--- config.mk ---
export PLATFORM = sky130hd
export DESIGN_NAME = pipe_ctrl
export DESIGN_NICKNAME = d
export VERILOG_FILES = /design/src/rtl/pipe_ctrl.sv
export SDC_FILE = /design/constraint.sdc
export NUM_CORES = 1
export LEC_CHECK = 0
export BUFFER_PORTS_ARGS = -buffer_cell sky130_fd_sc_hd__buf_2
export CAP_MARGIN = 10
export CORE_AREA = 2 2 49 51
export CTS_CLUSTER_SIZE = 20
export DETAILED_ROUTE_END_ITERATION = 10
export DIE_AREA = 0 0 51 53
export GPL_ROUTABILITY_DRIVEN = 0
export PLACE_DENSITY = 0.85
export SLEW_MARGIN = 20
export SYNTH_ARGS = -nofsm -noshare
export SYNTH_HDL_FRONTEND = slang
export SYNTH_SLANG_ARGS = --single-unit
--- constraint.sdc ---
create_clock -name clk -period 1.62 [get_ports clk]
set_input_delay 0 -clock clk [delete_from_list [all_inputs] [get_ports clk]]
set_output_delay 0 -clock clk [all_outputs]
set_load 0.02 [all_outputs]
--- src/rtl/pipe_ctrl.sv ---
// rtl/pipe_ctrl.sv - pipeline sequencer: stall merge, multi-cycle EX timer, trap/branch redirect
module pipe_ctrl #(
  parameter int          MC_CYCLES = 8,
  parameter logic [11:0] TRAP_VEC  = 12'h010
) (
  input  logic        clk,
  input  logic        rst,
  input  logic        stallreq_id,
  input  logic        stallreq_mem,
  input  logic        mc_start,
  input  logic        branch_req,
  input  logic [11:0] branch_target,
  input  logic        trap_req,
  output logic [5:0]  stall,
  output logic [5:0]  flush,
  output logic        branch,
  output logic [11:0] branch_pc,
  output logic        mc_done
);

  localparam int CW = $clog2(MC_CYCLES);

  typedef enum logic {S_IDLE, S_BUSY} state_t;

  state_t        r_state;
  logic [CW-1:0] r_cnt;
  logic [5:0]    r_flush;
  logic          r_branch;
  logic [11:0]   r_branch_pc;

  logic w_mc_start;
  logic w_mc_stall;
  logic w_trap_acc;
  logic w_br_acc;

  // The start cycle already holds EX, so the counter covers the remaining cycles.
  assign w_mc_start = (r_state == S_IDLE) && mc_start && !trap_req;
  assign w_mc_stall = w_mc_start || ((r_state == S_BUSY) && (r_cnt != '0));

  always_comb begin
    stall = 6'b000000;
    if (!rst) begin
      if (stallreq_mem)     stall = 6'b011111;
      else if (w_mc_stall)  stall = 6'b001111;
      else if (stallreq_id) stall = 6'b000111;
    end
  end

  assign mc_done    = !rst && (r_state == S_BUSY) && (r_cnt == '0);
  assign w_trap_acc = !rst && trap_req && !stall[4];
  assign w_br_acc   = !rst && branch_req && !stall[3] && !w_trap_acc;

  always_ff @(posedge clk) begin
    if (rst) begin
      r_state <= S_IDLE;
      r_cnt   <= '0;
    end else begin
      case (r_state)
        S_IDLE: begin
          if (w_mc_start) begin
            r_state <= S_BUSY;
            r_cnt   <= CW'(MC_CYCLES - 2);
          end
        end
        S_BUSY: begin
          if (w_trap_acc) begin
            r_state <= S_IDLE;
            r_cnt   <= '0;
          end else if (r_cnt != '0) begin
            if (!stallreq_mem) r_cnt <= r_cnt - CW'(1);
          end else if (!stallreq_mem) begin
            r_state <= S_IDLE;
          end
        end
        default: begin
          r_state <= S_IDLE;
          r_cnt   <= '0;
        end
      endcase
    end
  end

  // Redirect strobe lasts one cycle; the target register keeps its last value.
  always_ff @(posedge clk) begin
    if (rst) begin
      r_branch    <= 1'b0;
      r_branch_pc <= 12'h000;
      r_flush     <= 6'b000000;
    end else if (w_trap_acc) begin
      r_branch    <= 1'b1;
      r_branch_pc <= TRAP_VEC;
      r_flush     <= 6'b001110;
    end else if (w_br_acc) begin
      r_branch    <= 1'b1;
      r_branch_pc <= branch_target;
      r_flush     <= 6'b000110;
    end else begin
      r_branch    <= 1'b0;
      r_flush     <= 6'b000000;
    end
  end

  assign branch    = r_branch;
  assign branch_pc = r_branch_pc;
  assign flush     = r_flush;

endmodule

==> metrics.md <==
| Metric | Value |
|---|---|
| Comb power frac | a little under a quarter |
| Core Box Area | roughly 2100 sq um |
| CTS root buf | clkbuf_4 |
| Fin crit share | between 90% and 100% |
| Die area | approximately 2700 sq um |
| Count of final hold-check violations | 0 |
| Number of buffers created by CTS | 3 |
| Met1 wire length | ~1000 um |
| Initial antenna violation count | 0 |
| Worst skew pair latency | 0.30 ns |
| Worst-margin pin slew | 0.667 ns |
| R2r setup slk | around 0.065 ns |
| Crit Reg-Reg Startpoint | r_cnt[0] |
| Area of the multi-input gates | between 400 and 500 sq um |
| Global route overflow | 0 |
| Post-DP HPWL | roughly 1600 um |
| Die span in y | 53 um |
| Num Clock Sinks | 18 |
| Synth warnings | 0 |
| Row count | 17 |
| Final TNS setup | 0 ns |
| #FFs+latches synth | 18 |
| Internal power | slightly below 0.7 mW |
| H-tree depth | 1 |
| Crit path launch | r_cnt[0] |
| Synth cell types | 30 |
| Avg Cell Area, Syn | approximately 8.5 sq um |
| PwrDens | roughly 760 nW/um^2 |
| Status | completed |
| Largest area contributor in the netlist | dfxtp_1 |
| WL final | roughly 2400 um |
| Wire per inst | 12.8 um |
| Cell count after placement | between 150 and 200 |
| Worst reg-to-reg path cell count | 6 |
| Post-synth top area share | between 30% and 40% |
| Critical path peak fanout | 3 |
| DRC violation count after routing | 0 |
| WP buf/inv | 1 |
| Top sig layer | met4 |
| Die Wd | ~51 um |
| Gr usage total | a little under a fifth |
| # diodes | 0 |
| # port buffers | 40 |
| Peak VDD IR | around 0.00053 V |
| CP Data Required Time | 1.85 ns |
| Slowest cell on crit path | or4_1 |
| Clk_skew | between 0.004 and 0.005 ns |
| Worst reg2reg endpoint | r_cnt[0] |
| Most frequent cells in the layout | 40 x buf_2, 16 x dfxtp_1, 15 x a21oi_1 |
| Fill count | roughly 190 |
| Final setup violation count | 0 |
| Achievable frequency | between 0.6 and 0.7 GHz |
| Vias in the first global route | approximately 830 |
| Routed wl met2 | between 1000 and 1500 um |
| Min-Delay Path Class | input port to flop |
| CTS tree | done |
| First-pass GRT wire length | ~3700 um |
| TritonRoute pass-1 iters | 4 |
| Max-slew violations | 0 |
| Net Sw Power | about 0.29 mW |
| I/O pin total | 45 |
| Drt via density | 5.24 |
| Met3 Routed Length | around 160 um |
| Seq/Total Area, Yosys | a little under two fifths |
| Worst EP arrival | around 1.8 ns |
| Setup crit end kind | flop |
| Register Area | approximately 360 sq um |
| Max Buffers Root-to-Sink | 2 |
| Power share of the sequential group | 48.2% |
| Slew headroom | 55.4% |
| Setup crit end | r_cnt[0] |
| Synth top area cells | dfxtp_1 38%, a21oi_1 8.5%, buf_4 7.1% |
| Antenna Violating Nets Remaining | 0 |
| Vias post-DR | 980 |
| Cell class contributing the biggest share of worst-path delay | simple AND/OR/NAND/NOR gates |
| Most common library cell in the layout ignoring fill and taps | buf_2 |
| Clock edge transition at the registers on the reported setup and hold paths | 0.11 ns |
| Max Cap Viol | 0 |
| Leakage | 0.566 nW |
| Fraction of layout cells with a size suffix above 1 | a little under two fifths |
| Initial detailed-routing violation count | 29 |
| Dpl cell area | around 1100 sq um |
| Initial core utilization | 44.1% |
| Min cycle time layout | 1.55 ns |
| CP startpoint kind | flop |
| Post-synth design cell area | 947 sq um |
| Final Instance Area | 1270 sq um |
| Area growth syn-to-layout | 34.6% |
| Cells after Synth | 112 |
| Slowest stage delay, CP | ~0.48 ns |
| Layout Cells excl Fill | roughly 190 |
| Nets | roughly 180 |
| Critical path depth | 6 |
| Clock share of power | between 20% and 30% |
| Largest net degree at the start of global routing | 17 |
| Crit path kind | flop to flop |
| Sw frac | around 29% |
| CP cell instances | inv_1 > ha_2 > nand2b_1 > o211ai_2 > or4_1 > a21oi_1 |
-- cells by family after synthesis --
logic type | count (synthesis) | share of synthesized area [%]
AO/OA/AOI/OAI | 35 | 23.5
flip-flops | 18 | 38.0
buffers and inverters | 20 | 14.3
adder cells (fa/ha/maj) | 2 | 2.64
AND/OR/NAND/NOR | 36 | 21.1
other | 1 | 0.396
-- cell type report --
type / count / area share (%)
Clock buffer: 4 / 2.85
Multi-Input combinational cell: 77 / 37.8
Inverter: 5 / 1.47
Tap cell: 28 / 2.75
Timing Repair Buffer: 55 / 26.7
Sequential cell: 18 / 28.5
-- power by group through the flow --
| stage | Combinational [mW] | Clock, mW | Sequential (mW) |
|---|---|---|---|
| 6_report | 0.220 | 0.283 | 0.469 |
| 5_1_grt | 0.239 | 0.311 | 0.471 |
| 4_1_cts | 0.212 | 0.295 | 0.467 |
| 3_5_place_dp | 0.189 | 0 | 0.477 |
| 3_3_place_gp | 0.186 | 0 | 0.476 |
| 2_1_floorplan | 0.139 | 0 | 0.486 |
-- timing repair --
| item | CTS | global route |
|---|---|---|
| pin swaps | 0 | 2 |
| setup buffers | 0 | 0 |
| gates resized for setup | 1 | 6 |
| hold endpoints to repair | 11 | 0 |
| endpoints found under the setup margin | 3 | 16 |
| hold buffers | 11 | 0 |
-- stage by stage --
step	utilization, %	hold slack [ns]	setup WS [ns]	total power [mW]
finish	59.3	0.0000399	0.0653	0.972
global route	59.3	0.00616	-0.00962	1.02
CTS	58.6	0.00677	0.00494	0.974
detailed placement	51.5	0.262	0.0458	0.666
global placement	51.5	0.255	0.129	0.663
floorplan	-	0.145	0.160	0.624
-- worst min-delay path: stages --
cell and delay, ns:
buf_2 0.09, nor3_1 0.05, nor3_2 0.13
-- how the worst min path moves through the flow --
| stage | start | to | slack, ns | depth (start not counted) |
|---|---|---|---|---|
| finish | branch_target[4] | branch_pc[4] | 0.00004 | 3 |
| global placement | branch_target[11] | branch_pc[11] | 0.25 | 3 |
| global route | branch_target[4] | branch_pc[4] | 0.006 | 3 |
| floorplan | branch_target[0] | branch_pc[0] | 0.15 | 2 |
| detailed placement | branch_target[1] | branch_pc[1] | 0.26 | 3 |
| CTS | branch_target[4] | branch_pc[4] | 0.007 | 3 |
-- cells in the mapped netlist (all sizes together) --
library cell / n
nor2b: 1
clkbuf: 2
conb: 1
nor3: 5
dfxtp: 18
nand3b: 1
nand2b: 4
or2: 1
or4: 1
or3b: 1
o2111a: 1
o21ai: 13
o2111ai: 1
ha: 2
a311oi: 1
nor3b: 1
buf: 13
a21oi: 16
nand3: 12
a221o: 1
and2b: 2
a211oi: 1
nor2: 7
o211ai: 1
inv: 5
-- layer usage --
layer  up-vias  global-route usage, %
met5         -                      0
met4         0                   9.46
met3         5                   3.67
met2        45                   35.3
met1       454                   20.1
li1        476                      -
-- registers in the layout (all words and copies together) (netlist names) --
name       count
branch_pc     12
flush          1
r_cnt          3
r_state        1
branch         1
No activity file was read; power rests on OpenSTA's default activity.
